File: src/rtl/pipe_stage_skid_reg.sv
// Inter-stage pipeline register with a 2-entry skid buffer, valid/ready handshake,
// synchronous flush and NOP (all-zero) output whenever no entry is presented.
module pipe_stage_skid_reg #(
  parameter int DATA_W = 32,
  parameter int CTRL_W = 8,
  parameter int CNT_W  = 16
) (
  input  logic              CLK,
  input  logic              Resetn,
  input  logic              flush,
  input  logic              in_valid,
  output logic              in_ready,
  input  logic [DATA_W-1:0] in_data,
  input  logic [CTRL_W-1:0] in_ctrl,
  output logic              out_valid,
  input  logic              out_ready,
  output logic [DATA_W-1:0] out_data,
  output logic [CTRL_W-1:0] out_ctrl,
  output logic [1:0]        occupancy,
  output logic [CNT_W-1:0]  stall_cnt
);

  typedef enum logic [1:0] {
    EMPTY = 2'd0,
    ONE   = 2'd1,
    FULL  = 2'd2
  } state_t;

  localparam logic [CNT_W-1:0] CNT_MAX = {CNT_W{1'b1}};
  localparam logic [CNT_W-1:0] CNT_ONE = {{(CNT_W-1){1'b0}}, 1'b1};

  state_t            state;
  state_t            state_nxt;
  logic [DATA_W-1:0] h_data, h_data_nxt, s_data, s_data_nxt;
  logic [CTRL_W-1:0] h_ctrl, h_ctrl_nxt, s_ctrl, s_ctrl_nxt;
  logic              push;
  logic              pop;

  assign in_ready  = (state != FULL);
  assign out_valid = (state != EMPTY);
  assign occupancy = state;
  assign push      = in_valid & in_ready;
  assign pop       = out_valid & out_ready;

  // H is cleared whenever the buffer drains, so it doubles as the bubble output.
  assign out_data  = h_data;
  assign out_ctrl  = h_ctrl;

  // Next-state and storage selection.
  always_comb begin
    state_nxt  = state;
    h_data_nxt = h_data;
    h_ctrl_nxt = h_ctrl;
    s_data_nxt = s_data;
    s_ctrl_nxt = s_ctrl;
    if (flush) begin
      state_nxt  = EMPTY;
      h_data_nxt = {DATA_W{1'b0}};
      h_ctrl_nxt = {CTRL_W{1'b0}};
      s_data_nxt = {DATA_W{1'b0}};
      s_ctrl_nxt = {CTRL_W{1'b0}};
    end else begin
      case (state)
        EMPTY: begin
          if (push) begin
            state_nxt  = ONE;
            h_data_nxt = in_data;
            h_ctrl_nxt = in_ctrl;
          end else begin
            state_nxt = EMPTY;
          end
        end
        ONE: begin
          if (push && pop) begin
            h_data_nxt = in_data;
            h_ctrl_nxt = in_ctrl;
          end else if (push) begin
            state_nxt  = FULL;
            s_data_nxt = in_data;
            s_ctrl_nxt = in_ctrl;
          end else if (pop) begin
            state_nxt  = EMPTY;
            h_data_nxt = {DATA_W{1'b0}};
            h_ctrl_nxt = {CTRL_W{1'b0}};
          end else begin
            state_nxt = ONE;
          end
        end
        FULL: begin
          if (pop) begin
            state_nxt  = ONE;
            h_data_nxt = s_data;
            h_ctrl_nxt = s_ctrl;
            s_data_nxt = {DATA_W{1'b0}};
            s_ctrl_nxt = {CTRL_W{1'b0}};
          end else begin
            state_nxt = FULL;
          end
        end
        default: begin
          state_nxt  = EMPTY;
          h_data_nxt = {DATA_W{1'b0}};
          h_ctrl_nxt = {CTRL_W{1'b0}};
          s_data_nxt = {DATA_W{1'b0}};
          s_ctrl_nxt = {CTRL_W{1'b0}};
        end
      endcase
    end
  end

  // State and storage registers, updated on the falling edge like the legacy stage regs.
  always_ff @(negedge CLK or negedge Resetn) begin
    if (!Resetn) begin
      state  <= EMPTY;
      h_data <= {DATA_W{1'b0}};
      h_ctrl <= {CTRL_W{1'b0}};
      s_data <= {DATA_W{1'b0}};
      s_ctrl <= {CTRL_W{1'b0}};
    end else begin
      state  <= state_nxt;
      h_data <= h_data_nxt;
      h_ctrl <= h_ctrl_nxt;
      s_data <= s_data_nxt;
      s_ctrl <= s_ctrl_nxt;
    end
  end

  // Saturating backpressure counter; flush deliberately leaves it alone.
  always_ff @(negedge CLK or negedge Resetn) begin
    if (!Resetn) begin
      stall_cnt <= {CNT_W{1'b0}};
    end else if (out_valid && !out_ready && (stall_cnt != CNT_MAX)) begin
      stall_cnt <= stall_cnt + CNT_ONE;
    end else begin
      stall_cnt <= stall_cnt;
    end
  end

endmodule

File: config.mk
export PLATFORM = sky130hd
export DESIGN_NAME = pipe_stage_skid_reg
export DESIGN_NICKNAME = d
export VERILOG_FILES = /design/src/rtl/pipe_stage_skid_reg.sv
export SDC_FILE = /design/constraint.sdc
export NUM_CORES = 1
export LEC_CHECK = 0
export CELL_PAD_IN_SITES_DETAIL_PLACEMENT = 1
export CELL_PAD_IN_SITES_GLOBAL_PLACEMENT = 1
export CORE_MARGIN = 4
export CORE_UTILIZATION = 40
export DETAILED_ROUTE_END_ITERATION = 7
export GPL_ROUTABILITY_DRIVEN = 1
export PLACE_DENSITY_LB_ADDON = 0.2
export SETUP_SLACK_MARGIN = 0.2
export SKIP_CTS_REPAIR_TIMING = 1
export SLEW_MARGIN = 0
export SYNTH_ARGS = -nofsm -noshare
export SYNTH_HDL_FRONTEND = slang
export SYNTH_SLANG_ARGS = --single-unit
File: constraint.sdc
create_clock -name CLK -period 3.98 [get_ports CLK]
set_input_delay 0.398 -clock CLK [delete_from_list [all_inputs] [get_ports CLK]]
set_output_delay 0.398 -clock CLK [all_outputs]
set_load 0.02 [all_outputs]
==> run_results.csv <==
group,metric,value,unit
routing,drt_first_iter_violations,95,
yosys,syn_inst,335,
timing,grt_setup_unrepaired,"no",
die,io_pins,105,
cts,max-clock-path-buffers,2,
critical_path,cp.arrival,3340,ps
cts,cts_tree,"yes",
routing,routed-via-count,3403,
yosys,async_reset_ff_share,100,%
yosys,cell_types_with_the_largest_area_share_after_synthesis,"sky130_fd_sc_hd__dfrtn_1, sky130_fd_sc_hd__a22o_1, sky130_fd_sc_hd__o2bb2ai_1",
die,die_w,110,um
global_routing,grt_remaining_overflow,0,
die,core.rowCount,36,
layout,syn_to_final_growth,41.8,%
timing,worst_slack,239,ps
routing,wl_per_cell,21.3,um
worst_hold_path,timing.hold.worst.class,"flop to flop",
yosys,net_count_after_synthesis,381,
place,io_buffers,104,
flow_run,cap_viol_max_count,0,
critical_path,cp.required,3580,ps
global_routing,antenna_found_initial,0,
power_and_ir_drop,powerDensity,372,nW/um^2
cts,clock_sink_count,98,
timing,worst_clock_skew,12.1,ps
die,fp.dieH,110,um
global_routing,grt_start_max_net_pins,45,
place,post-place-ws,-319,ps
cts,htreeDepth,3,
critical_path,crit_path_cell_trace,"clkdlybuf4s50_1",
place,gp_congestion,0.789,
yosys,netlist_top_cells_count,"sky130_fd_sc_hd__dfrtn_1, sky130_fd_sc_hd__a22oi_1, sky130_fd_sc_hd__a22o_1, sky130_fd_sc_hd__o2bb2ai_1, sky130_fd_sc_hd__clkbuf_1",
cts,cts_root_buffer,"sky130_fd_sc_hd__clkbuf_8",
timing,setup_viol,0,
cts,clock_insertion_delay_worst_skew,350,ps
power_and_ir_drop,vdd.ir_drop.worst,0.156,mV
yosys,synth-edff-count,0,
timing,max_slew_margin,53.5,%
global_routing,grt_first_pass_wirelength,19200,um
yosys,yosysMostFrequentCell,"sky130_fd_sc_hd__dfrtn_1",
layout,ff_latch_area,2450,um^2
yosys,synth_area_per_cell,12.4,um^2
place,detailed_place_hpwl,7970,um
timing,finalHoldWorstSlack,430,ps
yosys,synth.ff_latch_count,98,
yosys,ys_types,44,
critical_path,max_stage_delay,600,ps
yosys,netlist_area,4160,um^2
routing,remaining_drc_errors,0,
yosys,yosys_warning_count,0,
layout,final_core_util,59.2,%
critical_path,cp_top_family,"buffers and inverters",
yosys,yosys.area.top_type_share,59.0,%
layout,layout-drive-gt1-share,13.5,%
cts,cts_made_buffers,9,
layout,num-fill-cells,1014,
timing,tns,0,ps
layout,num_antenna_cells,0,
timing,drv_slew,0,
die,floorplan.initialDensity,41.8,%
critical_path,worstSetupStartpointType,"flop",
die,dieArea,12100,um^2
routing,detail_route.vias_per_cell,5.83,
timing,tightest_slew,694,ps
yosys,ys_seq_area_share,59.0,%
cts,clk_transition_reported_paths,70,ps
layout,nNetsFinal,493,
routing,detail_route.wirelength,12400,um
timing,finalHoldViolCount,0,
global_routing,global_route.usage.total,20.3,%
layout,multi_input_comb_area,1670,um^2
die,core_area,9950,um^2
yosys,yosysTopAreaCell,"sky130_fd_sc_hd__dfrtn_1",
outcome,outcome,"finished clean",
critical_path,cp_max_fo,2,
routing,first_pass_iters,4,
power_and_ir_drop,post-layout-total-power,2.19,mW
routing,antenna_left,0,
critical_path,worst_path_max_delay_cell,"sky130_fd_sc_hd__clkdlybuf4s50_1",
yosys,dominantRegCellSynth,"sky130_fd_sc_hd__dfrtn_1",
critical_path,endpoint_kind,"primary output",
power_and_ir_drop,leakagePower,3.47,nW
global_routing,grt_pass1_vias,3635,
critical_path,cp_num_buf_inv,1,
critical_path,timing.setup.critical_path_class,"flop to primary output",
[cell families (layout without fill, tap and decap cells)]
| group | after synthesis | count (layout) | share of synthesized area, % |
|---|---|---|---|
| muxes | 2 | 2 | 0.542 |
| xor gates and xnor gates | 12 | 12 | 2.53 |
| AOI/OAI and AO/OA | 142 | 142 | 28.2 |
| buffers and inverters | 35 | 149 | 3.28 |
| adders and majority gates | 1 | 1 | 0.301 |
| and+or+nand+nor | 45 | 47 | 6.17 |
| DFF | 98 | 98 | 59.0 |
[registers in the layout, indices dropped and copies added (netlist names)]
register / flops
stall_cnt: 16
s_data: 32
occupancy: 2
out_ctrl: 8
s_ctrl: 8
out_data: 32
[cell type report]
class                   count  area share, %
flip-flops and latches     98           41.6
multi-input cells         204           28.4
repair buffers            130           24.1
well taps                 133           2.82
clock buffers              10           2.17
clock inverters             5          0.679
inverters                   4          0.255
[where the power goes]
part	switching [mW]	internal, mW	leakage [nW]
clock network	0.359	0.228	0.0750
registers	0.0638	1.07	1.34
logic	0.260	0.213	2.05
total	0.682	1.51	3.47
[metrics by stage]
step,cell area (um^2),std cells
6_report,5890,584
5_1_grt,5890,584
4_1_cts,5660,579
3_5_place_dp,5490,564
3_3_place_gp,5490,564
2_1_floorplan,4160,335
[worst reg2reg max path, stage by stage (launching register included)]
cell                      delay, ps
sky130_fd_sc_hd__dfrtn_1        490
sky130_fd_sc_hd__ha_1           430
sky130_fd_sc_hd__nand3_1        150
sky130_fd_sc_hd__or4_4          470
sky130_fd_sc_hd__nor2_4         120
sky130_fd_sc_hd__mux2_2         330
[layout by cell type, fill, tap and decap left out, drive strengths merged, types with 4 or more instances in the layout]
master	n
or2	4
nand4	5
nor2b	4
a22oi	41
buf	27
o2bb2ai	40
dfrtn	98
clkbuf	10
clkdlybuf4s50	43
xor2	10
a22o	40
nor2	9
inv	4
dlymetal6s2s	60
nand3	5
a21oi	6
nand2	6
[path summary, 6_finish.rpt]
| kind | start | to | slack, ps | cells past startpoint |
|---|---|---|---|---|
| worst max register to register | stall_cnt[0] | stall_cnt[12] | 1820 | 5 |
| max in group asynchronous | Resetn | out_data[0] | 1510 | 2 |
| min in group asynchronous | Resetn | s_data[10] | 1860 | 1 |
| worst min-delay path | out_data[5] | out_data[5] | 430 | 1 |
| worst min register to register | out_data[5] | out_data[5] | 430 | 1 |
| worst max-delay path | out_data[24] | out_data[24] | 240 | 1 |
[metal layers]
metal,share of wire (%),global-route usage (%),up-vias
li1,-,-,1528
met1,45,28.3,1759
met2,49,32.6,100
met3,4.4,2.94,16
met4,1.7,6.59,0
met5,0,0,-
Power figures use the tool's default switching activity.
